### src/rtl/fetch_sequencer.sv
// ----------------------------------------------------------------------------
// fetch_sequencer
//
// Instruction-fetch controller for a 2K x 14-bit PIC16-style program ROM.
// Owns the program counter, drives the ROM address and latches each fetched
// word into a one-deep instruction register (IR) for the execute stage.
// GOTO, CALL, RETURN and RETLW are sequenced here. CALL, RETURN and RETLW use
// a circular hardware return stack. Skip and computed-branch requests from
// the execute stage are accepted. Every pipeline bubble is created in this
// block.
//
// Ports
//   clk            in   rising-edge system clock
//   reset          in   asynchronous, active-high reset
//   Rom_addr       out  ROM address (combinational copy of the PC register)
//   Rom_data       in   ROM read data for Rom_addr, valid in the same cycle
//   stall          in   freeze every register this cycle
//   skip_req       in   discard the word currently being fetched
//   branch_req     in   redirect fetch to branch_target
//   branch_target  in   redirect address, used only with branch_req
//   ir             out  latched instruction word
//   ir_addr        out  address of the word held in ir
//   ir_valid       out  ir holds an instruction to execute (0 = bubble)
//   stack_ovf      out  sticky: push while the return stack was full
//   stack_unf      out  sticky: pop while the return stack was empty
// ----------------------------------------------------------------------------
module fetch_sequencer #(
  parameter int ADDR_W      = 11,
  parameter int INSTR_W     = 14,
  parameter int STACK_DEPTH = 8
) (
  input  logic               clk,
  input  logic               reset,
  output logic [ADDR_W-1:0]  Rom_addr,
  input  logic [INSTR_W-1:0] Rom_data,
  input  logic               stall,
  input  logic               skip_req,
  input  logic               branch_req,
  input  logic [ADDR_W-1:0]  branch_target,
  output logic [INSTR_W-1:0] ir,
  output logic [ADDR_W-1:0]  ir_addr,
  output logic               ir_valid,
  output logic               stack_ovf,
  output logic               stack_unf
);

  // Stack pointer width. STACK_DEPTH is a power of two, so the pointer wraps
  // naturally. The occupancy counter needs one extra bit to hold the value
  // STACK_DEPTH itself.
  localparam int SP_W    = (STACK_DEPTH > 1) ? $clog2(STACK_DEPTH) : 1;
  localparam int DEPTH_W = SP_W + 1;

  localparam logic [DEPTH_W-1:0] DEPTH_FULL  = DEPTH_W'(STACK_DEPTH);
  localparam logic [DEPTH_W-1:0] DEPTH_EMPTY = {DEPTH_W{1'b0}};
  localparam logic [INSTR_W-1:0] OP_RETURN   = INSTR_W'(14'h0008);

  // --------------------------------------------------------------------------
  // State
  // --------------------------------------------------------------------------
  logic [ADDR_W-1:0]  pc_q,       pc_d;
  logic [INSTR_W-1:0] ir_q,       ir_d;
  logic [ADDR_W-1:0]  ir_addr_q,  ir_addr_d;
  logic               ir_valid_q, ir_valid_d;

  logic [ADDR_W-1:0]  stack_q [STACK_DEPTH];
  logic [SP_W-1:0]    sp_q;
  logic [DEPTH_W-1:0] depth_q;
  logic               ovf_q;
  logic               unf_q;

  // --------------------------------------------------------------------------
  // Decode of the word in IR. A bubble in IR never decodes as an operation.
  // --------------------------------------------------------------------------
  logic               is_goto;
  logic               is_call;
  logic               is_ret;
  logic               is_retlw;
  logic               is_ctl_op;
  logic [ADDR_W-1:0]  jump_target;
  logic [SP_W-1:0]    sp_top;
  logic [ADDR_W-1:0]  stack_top;
  logic [ADDR_W-1:0]  return_addr;

  // Opcode matching on the registered instruction word.
  always_comb begin
    is_goto   = ir_valid_q && (ir_q[13:11] == 3'b101);
    is_call   = ir_valid_q && (ir_q[13:11] == 3'b100);
    is_ret    = ir_valid_q && (ir_q == OP_RETURN);
    is_retlw  = ir_valid_q && (ir_q[13:10] == 4'b1101);
    is_ctl_op = is_goto || is_call || is_ret || is_retlw;
  end

  // The GOTO/CALL literal is the low 11 bits of IR. The return address is the
  // word following the CALL. A pop reads the slot just below the pointer.
  assign jump_target = ADDR_W'(ir_q[10:0]);
  assign return_addr = ir_addr_q + ADDR_W'(1);
  assign sp_top      = sp_q - SP_W'(1);
  assign stack_top   = stack_q[sp_top];

  // --------------------------------------------------------------------------
  // Next-state selection. Priority below stall: internal op, branch, skip,
  // then normal fetch. External requests count only when IR is valid and IR
  // is not an internal op, because the internal op takes precedence.
  // --------------------------------------------------------------------------
  logic do_push;
  logic do_pop;

  // Fetch pipeline next-state and stack push/pop strobes.
  always_comb begin
    pc_d       = pc_q;
    ir_d       = ir_q;
    ir_addr_d  = ir_addr_q;
    ir_valid_d = ir_valid_q;
    do_push    = 1'b0;
    do_pop     = 1'b0;
    if (!stall) begin
      // IR always captures the word being fetched. Redirects only mark the
      // captured word invalid.
      ir_d       = Rom_data;
      ir_addr_d  = pc_q;
      ir_valid_d = 1'b1;
      pc_d       = pc_q + ADDR_W'(1);
      if (is_goto) begin
        pc_d       = jump_target;
        ir_valid_d = 1'b0;
      end else if (is_call) begin
        pc_d       = jump_target;
        ir_valid_d = 1'b0;
        do_push    = 1'b1;
      end else if (is_ret || is_retlw) begin
        pc_d       = stack_top;
        ir_valid_d = 1'b0;
        do_pop     = 1'b1;
      end else if (ir_valid_q && branch_req) begin
        pc_d       = branch_target;
        ir_valid_d = 1'b0;
      end else if (ir_valid_q && skip_req) begin
        // The PC still advances. Only the word fetched now is dropped.
        ir_valid_d = 1'b0;
      end else begin
        ir_valid_d = 1'b1;
      end
    end else begin
      ir_valid_d = ir_valid_q;
    end
  end

  // Pipeline registers: PC, IR, IR address and IR valid.
  always_ff @(posedge clk or posedge reset) begin
    if (reset) begin
      pc_q       <= {ADDR_W{1'b0}};
      ir_q       <= {INSTR_W{1'b0}};
      ir_addr_q  <= {ADDR_W{1'b0}};
      ir_valid_q <= 1'b0;
    end else begin
      pc_q       <= pc_d;
      ir_q       <= ir_d;
      ir_addr_q  <= ir_addr_d;
      ir_valid_q <= ir_valid_d;
    end
  end

  // --------------------------------------------------------------------------
  // Return stack. The stack is circular: on overflow the write lands on the
  // oldest slot, because the pointer has wrapped onto it. On underflow the
  // pop returns whatever the wrapped slot holds. The occupancy counter
  // saturates at both ends, and the sticky flags record each event.
  // --------------------------------------------------------------------------
  logic [SP_W-1:0]    sp_d;
  logic [DEPTH_W-1:0] depth_d;
  logic               ovf_d;
  logic               unf_d;

  // Stack pointer, occupancy counter and sticky flag next-state.
  always_comb begin
    sp_d    = sp_q;
    depth_d = depth_q;
    ovf_d   = ovf_q;
    unf_d   = unf_q;
    if (do_push) begin
      sp_d = sp_q + SP_W'(1);
      if (depth_q == DEPTH_FULL) begin
        ovf_d = 1'b1;
      end else begin
        depth_d = depth_q + DEPTH_W'(1);
      end
    end else if (do_pop) begin
      sp_d = sp_top;
      if (depth_q == DEPTH_EMPTY) begin
        unf_d = 1'b1;
      end else begin
        depth_d = depth_q - DEPTH_W'(1);
      end
    end else begin
      sp_d = sp_q;
    end
  end

  // Stack storage and bookkeeping registers.
  always_ff @(posedge clk or posedge reset) begin
    if (reset) begin
      for (int i = 0; i < STACK_DEPTH; i++) begin
        stack_q[i] <= {ADDR_W{1'b0}};
      end
      sp_q    <= {SP_W{1'b0}};
      depth_q <= DEPTH_EMPTY;
      ovf_q   <= 1'b0;
      unf_q   <= 1'b0;
    end else begin
      if (do_push) begin
        stack_q[sp_q] <= return_addr;
      end
      sp_q    <= sp_d;
      depth_q <= depth_d;
      ovf_q   <= ovf_d;
      unf_q   <= unf_d;
    end
  end

  // --------------------------------------------------------------------------
  // Outputs. Rom_addr depends only on the PC register, so there is no
  // combinational path from Rom_data back to the address.
  // --------------------------------------------------------------------------
  assign Rom_addr  = pc_q;
  assign ir        = ir_q;
  assign ir_addr   = ir_addr_q;
  assign ir_valid  = ir_valid_q;
  assign stack_ovf = ovf_q;
  assign stack_unf = unf_q;

endmodule

### config.mk
export PLATFORM = sky130hd
export DESIGN_NAME = fetch_sequencer
export DESIGN_NICKNAME = d
export VERILOG_FILES = /design/src/rtl/fetch_sequencer.sv
export SDC_FILE = /design/constraint.sdc
export NUM_CORES = 1
export LEC_CHECK = 0
export BUFFER_PORTS_ARGS = -buffer_cell sky130_fd_sc_hd__buf_2
export CAP_MARGIN = 0
export CORE_MARGIN = 3
export CORE_UTILIZATION = 60
export CTS_BUF_LIST = sky130_fd_sc_hd__clkbuf_4
export CTS_CLUSTER_SIZE = 12
export DETAILED_ROUTE_END_ITERATION = 7
export GPL_ROUTABILITY_DRIVEN = 0
export PLACE_DENSITY = 0.8
export SYNTH_ARGS = -nofsm -noshare
export SYNTH_HDL_FRONTEND = slang
export SYNTH_SLANG_ARGS = --single-unit
### constraint.sdc
create_clock -name clk -period 4.45 [get_ports clk]
set_input_delay 0.445 -clock clk [delete_from_list [all_inputs] [get_ports clk]]
set_output_delay 0.445 -clock clk [all_outputs]
set_load 0.02 [all_outputs]
After elaboration in Yosys (flattened, before gate mapping). Cells that the tools add are included.

Memories: 0. Input port bits: 30. Logic and storage cells: 76. ROM bits: 0. RAM bits: 0. Register bits: 134. Latch bits: 0.

Add/sub/neg operators: 6. Muxes and demuxes: 28. Bitwise operators: 3. $lt $le $gt $ge: 3. Multiply operators: 0. Reduce and logical (&&, ||, !) cells: 13. Div/mod/pow operators: 0. Shift operators: 0. Equality and inequality tests: 7.

Operators by type and width (number): $bwmux 88 (1); $mux 11 (7); $bmux 11 s3 (1); $demux 11 s3 (1); $add 11x1->11 const B (2); $mux 4 (4); $eq 14x4->1 const B (1); $mux 1 (12); $eq 4x4->1 const B (2); $ge 4x4->1 const B (2); $not 3->4 (2); $logic_and 1x1->1 (7); $eq 3x3->1 const B (2); $mux 3 (2); $reduce_and 3->1 (2); $add 4x1->4 const B (1); $logic_not 4->1 (1); $lt 4x1->1 const B (1); $ne 2x2->1 const B (2); $sub 4x1->4 const B (1); $add 3x1->3 const B (1); $sub 3x1->3 const B (1); $reduce_and 2->1 (1); $reduce_bool 2->1 (1); 2 further kinds (2).

Depth between registers and ports, before layout. Gate-level depths: netlist of run 1.

Depth after elaboration: 9. Mapped depth: 11. Depth with buffers taken out: 9.

Worst setup path after synthesis of run 1. OpenSTA, ideal clock, no wires.

Path kind: register to register. Start: register sp_q[0]. End: register pc_q[8] (netlist: Rom_addr[8]). Data required time: 4.322 ns. Period minus slack after synthesis: 2.408 ns. Data arrival time: 2.280 ns. Path slack: 2.042 ns. Cell stages (with the launch flop): 10. Setup time: 0.128 ns. Cell sequence: dfrtp_1 buf_2 clkinv_1 ha_1 clkbuf_2 clkbuf_1 mux4_2 mux2_2 a21oi_1 a21oi_1.

Cells in the longest elaborated chain, start to end: 8.

RTL lines: from (decl) (RTL line 66) `logic [SP_W-1:0] sp_q;`; from (signal assigned) (RTL line 205) `sp_q <= {SP_W{1'b0}};`; from (signal assigned) (RTL line 213) `sp_q <= sp_d;`; $sub 3x1->3 (RTL line 97) `assign sp_top = sp_q - SP_W'(1);`; $not 3->4 (not written as such) (RTL line 98) `assign stack_top = stack_q[sp_top];`; $bmux 11 s3 (RTL line 98); $mux 11 (not written as such) (2 in series) (RTL line 98); $mux 11 (RTL line 130) `end else if (is_ret || is_retlw) begin`; $mux 11 (RTL line 126) `end else if (is_call) begin`; $mux 11 (RTL line 123) `if (is_goto) begin`; to (signal assigned) (RTL line 151) `pc_q <= {ADDR_W{1'b0}};`; to (signal assigned) (RTL line 156) `pc_q <= pc_d;`; to (decl) (RTL line 60) `logic [ADDR_W-1:0] pc_q, pc_d;`.

No other way between the ends. The select of a mux whose other input is x is not followed. A chain may end at the register's enable or synchronous reset.

Final worst setup path of run 1.
Start: register sp_q[1]. End: register pc_q[5] (netlist: Rom_addr[5]).

The elaborated chain is that of the path after synthesis.

==> flow_metrics.py, run 1 <==
metrics = {
    "run_status": {
        "outcome": "complete, no violations",
    },
    "floorplan": {
        "core_area_sq_um": 10400,
        "ioPinCount": 69,
        "start_util_pct": 62.0,
        "rows": 37,
        "die_y_microns": 110,
        "dieArea_sq_um": 12000,
        "die_x_microns": 110,
    },
    "clocking": {
        "clk_pin_slew_ns": 0.12,
        "numCtsBuffers": 17,
        "tritoncts": "built",
        "clockBufferDepth": 2,
        "ctsHoldBuffers": 0,
        "postCtsSetupRepairBufs": 0,
        "cts.htree.levels": 4,
        "root_buffer": "clkbuf_4",
        "cts_sinks": 134,
        "clock_latency_ns": 0.55,
        "cts-resized-gates": 0,
    },
    "setup_path": {
        "critPathMaxFanout": 25,
        "critPathTopFamily": "adder cells",
        "cp_slowest_cell": "ha_1",
        "worstPathArrival_ns": 3.17,
        "crit_chain": "inv_1, ha_1, mux4_2, mux2_2, o21ai_0, o21ai_0",
        "required_ns": 4.88,
        "crit_buf_inv": 1,
        "endpoint_kind": "register",
        "startpoint_type": "register",
        "cpMostUsedCell": "o21ai_0",
        "path_class": "reg -> reg",
        "max_stage_delay_ns": 1.01,
    },
    "layout": {
        "final_common_cell": "dfrtp_1",
        "drive_gt1_share_pct": 26.4,
        "diodes": 0,
        "synthToLayoutAreaGrowth_pct": 11.5,
        "nets": 683,
        "layout_common_cells": "dfrtp_1, buf_2, nand2_1, nor2_1, a21oi_1",
    },
    "detailed_routing": {
        "drt_iter0_drc": 443,
        "wl_per_cell_microns": 19.5,
        "drt_pass1_iterations": 7,
        "ant_nets": 0,
        "vias": 4903,
        "viasPerCell": 6.18,
        "wl_mm": 15.5,
        "drc": 0,
    },
    "synthesis": {
        "synth_edf_count": 0,
        "synth-warning-count": 0,
        "ys.flop_type": "dfrtp_1",
        "netlist_area_sq_um": 6450,
        "ys_async_sr_fraction_pct": 100,
        "synth.avg_cell_area_sq_um": 11.0,
        "syn-num-nets": 626,
        "ys_seq_area_share_pct": 51.9,
        "ys_ff_latch": 134,
        "netlist_instances": 589,
        "synth_cell_type_count": 54,
    },
    "timing": {
        "finalCritPeriodShare_pct": 61.7,
        "max_slew.worst_pin.slew_ns": 1.05,
        "setup_violations": 0,
        "post-route-min-period_ns": 2.74,
        "rsz0062_at_grt": "false",
        "skew_ns": 0.0180,
        "hold_viol_final": 0,
        "fin_setup_tns_ns": 0,
        "slew_headroom_pct": 30.0,
        "layout_setup_ws_ns": 1.71,
        "final_max_slew_viol_count": 0,
        "fmax_mhz": 365,
    },
    "grt": {
        "grt_pass1_vias": 4890,
        "grt_pass1_wl_mm": 25.2,
        "grt_max_degree": 67,
        "track_usage_pct": 28.0,
        "grt-ovfl-total": 0,
        "antenna_found_initial": 0,
    },
    "pwr": {
        "clockPowerShare_pct": 20.3,
        "seqPwrFrac_pct": 41.2,
        "vdd.ir_drop.worst_v": 0.000334,
        "p_sw_w": 0.00171,
        "power_density_nw_per_um2": 643,
        "pwr-share-comb_pct": 38.5,
        "power_leakage_nw": 3.26,
        "p_int_w": 0.00292,
        "p_sw_share_pct": 37.0,
        "p_total_w": 0.00463,
    },
    "worst_hold_path": {
        "hp-class": "in -> async",
    },
    "placement": {
        "pre_cts_ws_ns": 1.72,
        "hpwl_mm": 10.6,
        "numPortBuffers": 68,
    },
    "job": {
        "max_cap_violations": 0,
    },
}
## area by class of cell
| type | instances | area (sq um) |
|---|---|---|
| flip-flops and latches | 134 | 3350 |
| fillers | 759 | 3220 |
| multi-input cells | 403 | 2890 |
| repair buffers | 77 | 408 |
| clock inverters | 11 | 181 |
| well taps | 136 | 170 |
| clock buffers | 20 | 150 |
| inverters | 13 | 51.3 |
## kinds of logic (layout without fill, tap and decap cells)
family / Yosys count / after routing / synth area share, %
DFF: 134 / 134 / 51.9
AOI/OAI and AO/OA: 132 / 132 / 11.5
muxes: 74 / 74 / 16.4
adders and majority gates: 7 / 7 / 1.47
xor gates and xnor gates: 22 / 22 / 2.99
and+or+nand+nor: 168 / 168 / 12.0
buffers and inverters: 52 / 121 / 3.66
## per-layer routing
| layer | routed length [microns] | vias to the layer above | GRT usage, % | part of all wire (%) |
|---|---|---|---|---|
| met4 | 451 | 0 | 11.8 | 2.9 |
| li1 | - | 2211 | - | - |
| met1 | 6580 | 2429 | 37.8 | 42 |
| met2 | 7380 | 228 | 43.8 | 48 |
| met5 | 0 | - | 0 | 0 |
| met3 | 1110 | 35 | 6.58 | 7.1 |
## cells in the mapped netlist, types with 2 or more instances
cell | count | area share (%)
nand2_1 | 65 | 3.8
a21o_1 | 3 | 0.35
a21oi_1 | 51 | 4.0
mux4_2 | 22 | 7.7
o31ai_1 | 3 | 0.35
inv_1 | 11 | 0.64
ha_1 | 6 | 1.2
nand2b_1 | 4 | 0.39
buf_1 | 5 | 0.29
a221oi_1 | 2 | 0.27
buf_4 | 3 | 0.35
o21ai_1 | 11 | 0.85
mux2_2 | 34 | 5.9
xnor2_1 | 9 | 1.2
buf_2 | 17 | 1.3
nor4_1 | 2 | 0.19
or3_1 | 2 | 0.19
nor3_1 | 9 | 0.70
clkbuf_1 | 12 | 0.70
nor2b_1 | 2 | 0.19
nand3_1 | 9 | 0.70
dfrtp_1 | 134 | 52
a221o_1 | 2 | 0.31
mux2_1 | 2 | 0.35
o21ai_0 | 46 | 3.6
a31oi_1 | 2 | 0.19
nand4_1 | 7 | 0.68
a211oi_1 | 3 | 0.35
mux2i_1 | 16 | 2.5
nor2_1 | 55 | 3.2
xor2_1 | 13 | 1.8
nor4b_1 | 2 | 0.27
o221a_2 | 2 | 0.35
and3_1 | 3 | 0.29
## through the flow
step | hold slack (ns) | cell area (sq um) | utilization [%] | cells
2_1_floorplan | 0.445 | 6450 | - | 589
3_3_place_gp | 0.435 | 6870 | 65.9 | 763
3_5_place_dp | 0.462 | 6870 | 65.9 | 763
4_1_cts | 0.0658 | 7200 | 69.1 | 794
5_1_grt | 0.101 | 7200 | 69.1 | 794
6_report | 0.0458 | 7200 | 69.1 | 794
## sequential cells by signal, summed over array words and instances (netlist names)
register   count
stack_unf      1
Rom_addr      11
sp_q           3
ir_valid       1
ir            14
stack_ovf      1
depth_q        4
stack_q       88
ir_addr       11
## power groups by stage
| stage | logic (W) | clock network, W | registers, W |
|---|---|---|---|
| floorplan | 0.00129 | 0 | 0.00190 |
| global placement | 0.00170 | 0 | 0.00189 |
| detailed placement | 0.00177 | 0 | 0.00192 |
| CTS | 0.00178 | 0.000953 | 0.00190 |
| global route | 0.00196 | 0.00101 | 0.00195 |
| finish | 0.00178 | 0.000941 | 0.00191 |
## path summary, 6_finish.rpt
kind / startpoint / end / slack (ns) / cells after the start
max in group asynchronous: reset / stack_q[62] / 3.39 / 3
setup / recovery: sp_q[1] / Rom_addr[5] / 1.71 / 6
min in group clk: Rom_data[0] / ir[0] / 0.13 / 2
hold / removal: reset / ir[12] / 0.05 / 2
setup reg to reg: sp_q[1] / Rom_addr[5] / 1.71 / 6
hold reg to reg: stack_unf / stack_unf / 0.48 / 1
No activity file was read; power rests on OpenSTA's default activity.
==> inputs of run 2 (changes only) <==
clock period = 2.6 ns   (was 4.45 ns; I/O delays follow)
==> flow_metrics.py, run 2 (same netlist as run 1, synthesis figures left out) <==
metrics = {
    "run_status": {
        "outcome": "complete, no violations",
    },
    "placement": {
        "hpwl_mm": 10.8,
        "placed_area_sq_um": 7010,
        "numPortBuffers": 68,
        "dp_cells": 778,
    },
    "clocking": {
        "cts_sinks": 134,
        "clockBufferDepth": 2,
        "cts.htree.levels": 4,
        "tritoncts": "built",
        "cts-resized-gates": 0,
        "clk_pin_slew_ns": 0.12,
        "numCtsBuffers": 17,
        "clock_latency_ns": 0.53,
        "ctsHoldBuffers": 15,
        "root_buffer": "clkbuf_4",
        "postCtsSetupRepairBufs": 0,
    },
    "floorplan": {
        "core_area_sq_um": 10400,
        "die_x_microns": 110,
        "rows": 37,
        "dieArea_sq_um": 12000,
        "die_y_microns": 110,
        "ioPinCount": 69,
        "start_util_pct": 62.0,
    },
    "layout": {
        "layout.cells.non_filler": 826,
        "layout_common_cells": "dfrtp_1, buf_2, nand2_1, nor2_1, a21oi_1",
        "drive_gt1_share_pct": 27.4,
        "largest_register_ffs": 88,
        "final_common_cell": "dfrtp_1",
        "max_flop_register": "stack_q",
        "design_area_sq_um": 7480,
        "nets": 713,
        "synthToLayoutAreaGrowth_pct": 15.9,
        "fillerInstances": 694,
    },
    "pwr": {
        "vdd.ir_drop.worst_v": 0.000510,
        "power_density_nw_per_um2": 1070,
        "seqPwrFrac_pct": 40.7,
        "clockPowerShare_pct": 19.2,
        "p_sw_w": 0.00302,
        "p_int_w": 0.00500,
        "power_leakage_nw": 3.38,
        "pwr-share-comb_pct": 40.1,
        "p_total_w": 0.00802,
        "p_sw_share_pct": 37.7,
    },
    "timing": {
        "setup_violations": 0,
        "max_slew.worst_pin.slew_ns": 0.963,
        "hold_viol_final": 0,
        "post-route-min-period_ns": 2.33,
        "skew_ns": 0.0180,
        "fin_setup_tns_ns": 0,
        "hold_ws_ns": 0.0369,
        "fmax_mhz": 429,
        "slew_headroom_pct": 35.7,
        "finalCritPeriodShare_pct": 89.7,
        "final_max_slew_viol_count": 0,
        "rsz0062_at_grt": "false",
    },
    "worst_hold_path": {
        "hp-class": "in -> reg",
        "min_path_cells": 3,
    },
    "setup_path": {
        "worstPathArrival_ns": 2.74,
        "critPathMaxFanout": 13,
        "path_class": "reg -> reg",
        "startpoint_type": "register",
        "endpoint_kind": "register",
        "worstRegToRegCells": 9,
        "required_ns": 3.00,
    },
    "detailed_routing": {
        "drt_iter0_drc": 465,
        "viasPerCell": 6.10,
        "wl_per_cell_microns": 19.4,
        "met1_length_mm": 6.61,
        "topRoutingLayerUsed": "met4",
        "met3_length_mm": 1.05,
        "drt_pass1_iterations": 6,
        "ant_nets": 0,
        "vias": 5035,
        "drc": 0,
        "wl_met2_mm": 7.78,
        "wl_mm": 16.0,
    },
    "grt": {
        "track_usage_pct": 28.3,
        "grt_pass1_wl_mm": 25.6,
        "antenna_found_initial": 1,
        "grt_pass1_vias": 5097,
        "grt-ovfl-total": 0,
        "grt_max_degree": 54,
    },
    "job": {
        "max_cap_violations": 0,
    },
}
-- run 2: layer usage --
metal  vias to the layer above  GRT usage, %
met5                         -             0
met4                         0          14.7
met3                        49          6.28
met2                       224          46.3
met1                      2483          35.3
li1                       2279             -
-- run 2: power by group through the flow --
stage	Clock (W)	Combinational, W	Sequential [W]
3_3_place_gp	0	0.00305	0.00322
4_1_cts	0.00156	0.00320	0.00323
3_5_place_dp	0	0.00314	0.00326
2_1_floorplan	0	0.00220	0.00326
6_report	0.00154	0.00322	0.00326
5_1_grt	0.00166	0.00352	0.00333
-- run 2: cell type report --
type / instances / area (sq um) / share of cell area (%)
clock inverter: 13 / 181 / 2.42
timing repair buffer: 107 / 696 / 9.30
antenna: 1 / 2.50 / 0.0334
tap: 136 / 170 / 2.27
sequential: 134 / 3350 / 44.8
inverter: 13 / 52.6 / 0.702
clock buffer: 19 / 143 / 1.91
multi-input combinational: 403 / 2890 / 38.6
-- run 2: final timing paths --
path,startpoint,end,slack [ns]
max,ir_valid,depth_q[3],0.27
min,branch_target[7],Rom_addr[7],0.04
max reg2reg,ir_valid,depth_q[3],0.27
min reg2reg,stack_ovf,stack_ovf,0.47
max in group asynchronous,reset,ir[11],1.34
min in group asynchronous,reset,stack_q[45],0.49
-- run 2: critical path, cell delays in order (launching register included) --
cell and delay [ns]:
dfrtp_1 0.50, nand3b_4 0.20, nor3_4 0.19, inv_2 0.16, ha_1 0.31, a21o_1 0.18, a21oi_1 0.23, nor2_1 0.09
a311oi_1 0.27, a21oi_1 0.07
-- run 2: per-stage QoR --
step                      setup slack (ns)  util, %
after global placement               0.460     67.3
after global routing                 0.182     71.8
final                                0.268     71.8
after detailed placement             0.323     67.3
after floorplan                      0.192        -
after CTS                            0.314     71.8
